`src/rtl/ll_pkg.sv`:
```
// Shared types and helpers for the link-list packet writer.
package ll_pkg;

    // Packet writer FSM states
    typedef enum logic [2:0] {
        ST_IDLE,
        ST_ALLOC_REQ,
        ST_ALLOC_WAIT,
        ST_LINK_WR,
        ST_TERM_WR,
        ST_ENQ
    } state_t;

    // Stop-page marker: only the MSB of a dw-bit link value is set
    function automatic logic [31:0] stop_page(input int unsigned dw);
        return 32'(1) << (dw - 1);
    endfunction

    // Normal link value: page number with the stop MSB forced to 0
    function automatic logic [31:0] link_val(input int unsigned dw, input logic [31:0] page);
        return page & ~(32'(1) << (dw - 1));
    endfunction

endpackage

```
`src/rtl/ll_pkt_writer.sv`:
```
// Ingress packet builder: allocates pages for a descriptor, chains them with
// link writes ending in the stop page, then enqueues the head page.
// Optional counters are built when LL_PKT_STATS_EN is defined.
module ll_pkt_writer
    import ll_pkg::*;
#(
    parameter int unsigned lpsz  = 8,
    parameter int unsigned lpdsz = lpsz + 1,
    parameter int unsigned lenw  = 6
) (
    input  logic              clk,
    input  logic              reset,
    input  logic              pkt_srdy,
    output logic              pkt_drdy,
    input  logic [lenw-1:0]   pkt_len,
    output logic              par_srdy,
    input  logic              par_drdy,
    input  logic              parr_srdy,
    output logic              parr_drdy,
    input  logic [lpsz-1:0]   parr_page,
    output logic              lnp_srdy,
    input  logic              lnp_drdy,
    output logic [lpsz-1:0]   lnp_pnum,
    output logic [lpdsz-1:0]  lnp_pdata,
    output logic              op_srdy,
    input  logic              op_drdy,
    output logic [lpsz-1:0]   op_page
`ifdef LL_PKT_STATS_EN
    ,
    output logic [31:0]       stat_pkts,
    output logic [31:0]       stat_pages,
    output logic [15:0]       stat_drop
`endif
);

    localparam logic [lpdsz-1:0] STOP_PAGE = lpdsz'(stop_page(lpdsz));

    state_t            state, state_nxt;
    logic [lenw-1:0]   rem, rem_nxt;
    logic              first, first_nxt;
    logic [lpsz-1:0]   head, head_nxt;
    logic [lpsz-1:0]   prev, prev_nxt;
    logic [lpsz-1:0]   lnp_pnum_nxt;
    logic [lpdsz-1:0]  lnp_pdata_nxt;
    logic [lpsz-1:0]   op_page_nxt;

    logic pkt_xfer, par_xfer, parr_xfer, lnp_xfer, op_xfer;

    assign pkt_xfer  = pkt_srdy  & pkt_drdy;
    assign par_xfer  = par_srdy  & par_drdy;
    assign parr_xfer = parr_srdy & parr_drdy;
    assign lnp_xfer  = lnp_srdy  & lnp_drdy;
    assign op_xfer   = op_srdy   & op_drdy;

    // Next-state and next-datapath decode
    always_comb begin
        state_nxt     = state;
        rem_nxt       = rem;
        first_nxt     = first;
        head_nxt      = head;
        prev_nxt      = prev;
        lnp_pnum_nxt  = lnp_pnum;
        lnp_pdata_nxt = lnp_pdata;
        op_page_nxt   = op_page;

        case (state)
            ST_IDLE: begin
                if (pkt_xfer && (pkt_len != '0)) begin
                    rem_nxt   = pkt_len;
                    first_nxt = 1'b1;
                    state_nxt = ST_ALLOC_REQ;
                end
            end
            ST_ALLOC_REQ: begin
                if (par_xfer) begin
                    state_nxt = ST_ALLOC_WAIT;
                end
            end
            ST_ALLOC_WAIT: begin
                if (parr_xfer) begin
                    if (rem != '0) begin
                        rem_nxt = rem - lenw'(1);
                    end
                    prev_nxt = parr_page;
                    if (first) begin
                        head_nxt  = parr_page;
                        first_nxt = 1'b0;
                        if (rem == lenw'(1)) begin
                            lnp_pnum_nxt  = parr_page;
                            lnp_pdata_nxt = STOP_PAGE;
                            state_nxt     = ST_TERM_WR;
                        end else begin
                            state_nxt = ST_ALLOC_REQ;
                        end
                    end else begin
                        lnp_pnum_nxt  = prev;
                        lnp_pdata_nxt = lpdsz'(link_val(lpdsz, 32'(parr_page)));
                        state_nxt     = ST_LINK_WR;
                    end
                end
            end
            ST_LINK_WR: begin
                if (lnp_xfer) begin
                    if (rem == '0) begin
                        lnp_pnum_nxt  = prev;
                        lnp_pdata_nxt = STOP_PAGE;
                        state_nxt     = ST_TERM_WR;
                    end else begin
                        state_nxt = ST_ALLOC_REQ;
                    end
                end
            end
            ST_TERM_WR: begin
                if (lnp_xfer) begin
                    op_page_nxt = head;
                    state_nxt   = ST_ENQ;
                end
            end
            ST_ENQ: begin
                if (op_xfer) begin
                    state_nxt = ST_IDLE;
                end
            end
            default: begin
                state_nxt = ST_IDLE;
            end
        endcase
    end

    // State, datapath and registered handshake outputs
    always_ff @(posedge clk or negedge reset) begin
        if (!reset) begin
            state     <= ST_IDLE;
            rem       <= '0;
            first     <= 1'b0;
            head      <= '0;
            prev      <= '0;
            lnp_pnum  <= '0;
            lnp_pdata <= '0;
            op_page   <= '0;
            pkt_drdy  <= 1'b0;
            par_srdy  <= 1'b0;
            parr_drdy <= 1'b0;
            lnp_srdy  <= 1'b0;
            op_srdy   <= 1'b0;
        end else begin
            state     <= state_nxt;
            rem       <= rem_nxt;
            first     <= first_nxt;
            head      <= head_nxt;
            prev      <= prev_nxt;
            lnp_pnum  <= lnp_pnum_nxt;
            lnp_pdata <= lnp_pdata_nxt;
            op_page   <= op_page_nxt;
            pkt_drdy  <= (state_nxt == ST_IDLE);
            par_srdy  <= (state_nxt == ST_ALLOC_REQ);
            parr_drdy <= (state_nxt == ST_ALLOC_WAIT);
            lnp_srdy  <= (state_nxt == ST_LINK_WR) || (state_nxt == ST_TERM_WR);
            op_srdy   <= (state_nxt == ST_ENQ);
        end
    end

`ifdef LL_PKT_STATS_EN
    // Free-running packet, page and dropped-descriptor counters
    always_ff @(posedge clk or negedge reset) begin
        if (!reset) begin
            stat_pkts  <= '0;
            stat_pages <= '0;
            stat_drop  <= '0;
        end else begin
            if (op_xfer) begin
                stat_pkts <= stat_pkts + 32'd1;
            end
            if (parr_xfer) begin
                stat_pages <= stat_pages + 32'd1;
            end
            if ((state == ST_IDLE) && pkt_xfer && (pkt_len == '0)) begin
                stat_drop <= stat_drop + 16'd1;
            end
        end
    end
`endif

endmodule

```
`config.mk`:
```
export PLATFORM = sky130hd
export DESIGN_NAME = ll_pkt_writer
export DESIGN_NICKNAME = d
export VERILOG_FILES = /design/src/rtl/ll_pkg.sv /design/src/rtl/ll_pkt_writer.sv
export SDC_FILE = /design/constraint.sdc
export NUM_CORES = 1
export LEC_CHECK = 0
export BUFFER_PORTS_ARGS = -buffer_cell sky130_fd_sc_hd__buf_2
export CORE_ASPECT_RATIO = 1.5
export CORE_MARGIN = 2
export CORE_UTILIZATION = 54
export DETAILED_ROUTE_END_ITERATION = 16
export HOLD_SLACK_MARGIN = 0.03
export PLACE_DENSITY = 0.9
export SYNTH_ARGS = -nofsm -noshare
export SYNTH_HDL_FRONTEND = slang
export SYNTH_SLANG_ARGS = --single-unit
export TNS_END_PERCENT = 20
```
`constraint.sdc`:
```
create_clock -name clk -period 2.2 [get_ports clk]
set_input_delay 0.44 -clock clk [delete_from_list [all_inputs] [get_ports clk]]
set_output_delay 0.44 -clock clk [all_outputs]
set_load 0.005 [all_outputs]
```
==> qor.csv <==
stage;metric;value;unit
cells_and_area;area of the multi-input gates;1060;sq um
flow_run;max-cap viol count;0;
pwr;Power per Cell Area;1140;nW/um^2
synth;synth top area cells;dfrtp_1 55%, mux2_2 14%, mux2_1 3.6%, a22o_1 2.8%, a21oi_1 1.8%;
placed_design;Place WS;0.139;ns
cells_and_area;Final Util;0.666;
routing;drt initial violations;89;
pwr;Max IR drop VDD;789;uV
clocking;Sinks on Clock Net;56;
die;FP Rows;30;
sta;Final min period;2.03;ns
synth;ys async rst share;1.00;
sta;measured slew at the worst slew-check pin;0.559;ns
cells_and_area;layout cells sized above 1;0.433;
placed_design;DP Area;2890;sq um
sta;Final Hold Viols;0;
routing;ANT nets after route;0;
critical_path;CP peak stage delay;0.43;ns
routing;drt first pass iters;4;
clocking;root buffer cell;clkbuf_8;
sta;Worst slew margin;0.626;
min_path;Worst Hold Class;primary input to asynchronous set/reset pin;
grt;first-pass GRT wire length;8.74;mm
sta;Final Setup Violations;0;
die;Core Region;4500;sq um
sta;Final WS setup;0.167;ns
sta;Final Max Tran Viols;0;
clocking;Reg clk slew, reported paths;0.10;ns
critical_path;WP data arrival;2.22;ns
synth;cell area after synthesis;2530;sq um
sta;f_max;492;MHz
clocking;Hold-fix buffers, CTS;0;
pwr;Design Power;3.43;mW
placed_design;RePlAce Congestion;0.899;
critical_path;crit path kind;flop to flop;
sta;RSZ-0062 raised after global routing;false;
die;Chip Width;59.8;um
routing;routed len/inst;17.4;um
routing;vias per cell;5.78;
cells_and_area;Finished Layout Cells;311;
grt;GRT Residual Overflow;0;
die;Die ar.;5250;sq um
synth;Post-Synthesis Cells;199;
synth;top_reg_cell synth;dfrtp_1;
die;# IOs;51;
synth;Post-synth EDFFs;0;
cells_and_area;Filler cells;332;
synth;area leader, netlist;dfrtp_1;
synth;Synthesis Warnings;0;
clocking;CTS max path bufs;2;
outcome;run status;finished, final reports clean;
placed_design;hpwl dp;4.04;mm
critical_path;Worst Setup End Kind;flop;
clocking;CTS tree;yes;
placed_design;Placed Instances;303;
synth;flops & latches, synth;56;
critical_path;CP max stage cell;or3b_4;
cells_and_area;Antenna diodes;0;
clocking;postcts setup bufs;0;
clocking;insertion delay to the later sink of the worst-skew pair;0.31;ns
clocking;Inserted Clock Buffers;5;
grt;largest net degree at the start of global routing;23;
synth;Post-Synthesis Net Count;222;
routing;via count;1797;
critical_path;CP Cell Sequence;inv_1 -> ha_1 -> or3b_4 -> nor3_2 -> o21ai_4 -> mux2_1;
pwr;Leakage;1.55;nW
critical_path;crit-path max FO;17;
synth;register area share after synthesis;0.555;
grt;gr usage total;0.227;
cells_and_area;post-route cell area;3000;sq um
grt;initial antenna violation count;0;
critical_path;Startpoint Class;flop;
die;height of the die;87.8;um
synth;Distinct cells, synth;43;
sta;WHS;0.0657;ns
sta;setup_tns;0;ns
synth;Avg Inst Size Synth;12.7;sq um
cells_and_area;Final #Nets;285;
routing;DRT Wirelength;5.42;mm
grt;vias in the first global route;1820;
die;Initial Util;0.561;
sta;skew final;0.0103;ns
placed_design;IO Port Bufs;50;
cells_and_area;P&R area growth vs syn;18.7;%
routing;DRC viols;0;
clocking;H-tree depth;2;
critical_path;Req. time, crit path;2.39;ns
synth;top-area cell type share of the netlist area;0.555;
sta;Final Cycle Share;0.924;
cells_and_area;FF/Latch Area;1400;sq um
clocking;post-CTS sizing;0;
## state kept, by name (all words and copies together) (netlist names)
register,cells
state,3
rem,6
parr_drdy,1
first,1
lnp_pnum,8
pkt_drdy,1
par_srdy,1
lnp_srdy,1
op_page,8
head,8
lnp_pdata,9
op_srdy,1
prev,8
## routing by layer
metal | track usage | wire [um] | vias up
met4 | 0.115 | 106 | 0
met5 | 0 | 0 | -
met1 | 0.264 | 2200 | 905
met3 | 0.0414 | 204 | 7
li1 | - | - | 841
met2 | 0.389 | 2910 | 44
## critical path: cells and delay by family (launching register included)
family | cells | cell delay [ns]
AOI/OAI and AO/OA | 1 | 0.21
adders and majority gates | 1 | 0.21
buffers and inverters | 1 | 0.10
DFF | 1 | 0.39
muxes | 1 | 0.36
and+or+nand+nor | 2 | 0.64
## worst paths after layout
path | startpoint | to | slack [ns] | cells past startpoint
worst max-delay path | rem[1] | lnp_pnum[3] | 0.17 | 6
worst min-delay path | reset | lnp_pdata[6] | 0.07 | 1
worst max register to register | rem[1] | lnp_pnum[3] | 0.17 | 6
worst min register to register | lnp_pnum[5] | lnp_pnum[5] | 0.49 | 1
max in group asynchronous | reset | head[0] | 1.47 | 2
min in group clk | parr_page[5] | lnp_pdata[5] | 0.38 | 2
## cell usage in the layout, fill, tap and decap left out, drive strengths merged
cell     synthesis  final
buf              5     62
nand2            8      8
a21o             1      1
a31oi            1      1
nor4b            1      1
clkbuf           1      6
o2bb2ai          1      1
mux2            40     40
inv              8      8
mux2i            1      1
nor3b            3      3
nand3b           1      1
or4              1      1
a21oi           10     10
and2             1      1
nor2            12     12
or2              2      2
or3b             2      2
a211oi           2      2
bufinv           0      1
a41o             1      1
dfrtp           56     56
a22oi            1      1
or3              3      3
nor4             2      2
o21a             1      1
and3             2      2
ha               2      2
nor2b            1      1
nand2b           1      1
a22o             8      8
o21ai            9      9
nor3             8      8
clkinv           0      1
nand4            1      1
o211ai           1      1
o22ai            1      1
## cell usage after synthesis, types with 2 or more instances
master	number
a211oi_1	2
a21oi_1	9
a22o_1	8
and3_1	2
buf_2	3
buf_6	2
dfrtp_1	56
ha_1	2
inv_1	8
mux2_1	8
mux2_2	32
nand2_1	8
nor2_1	11
nor3_1	4
nor3_2	2
nor3_4	2
nor3b_1	3
nor4_1	2
o21ai_0	8
or2_2	2
or3_1	3
## logic make-up (layout without fill, tap and decap cells)
group           after synthesis  in the layout  share of synthesized area
compound gates               37             37                      0.104
simple gates                 49             49                      0.121
mux                          41             41                      0.182
flops                        56             56                      0.555
fa+ha+maj                     2              2                    0.00990
buf+inv                      14             78                     0.0282
## where the power goes
group	internal (mW)	switching, mW
Sequential	1.35	0.222
Clock	0.338	0.314
Combinational	0.605	0.598
## area by class of cell
cell class / instances / area share
inverter: 8 / 0.0100
timing repair buffer: 62 / 0.114
tap: 48 / 0.0200
multi-input combinational: 129 / 0.353
clock buffer: 6 / 0.0242
clock inverter: 2 / 0.0117
sequential: 56 / 0.467
No activity file was read; power rests on OpenSTA's default activity.
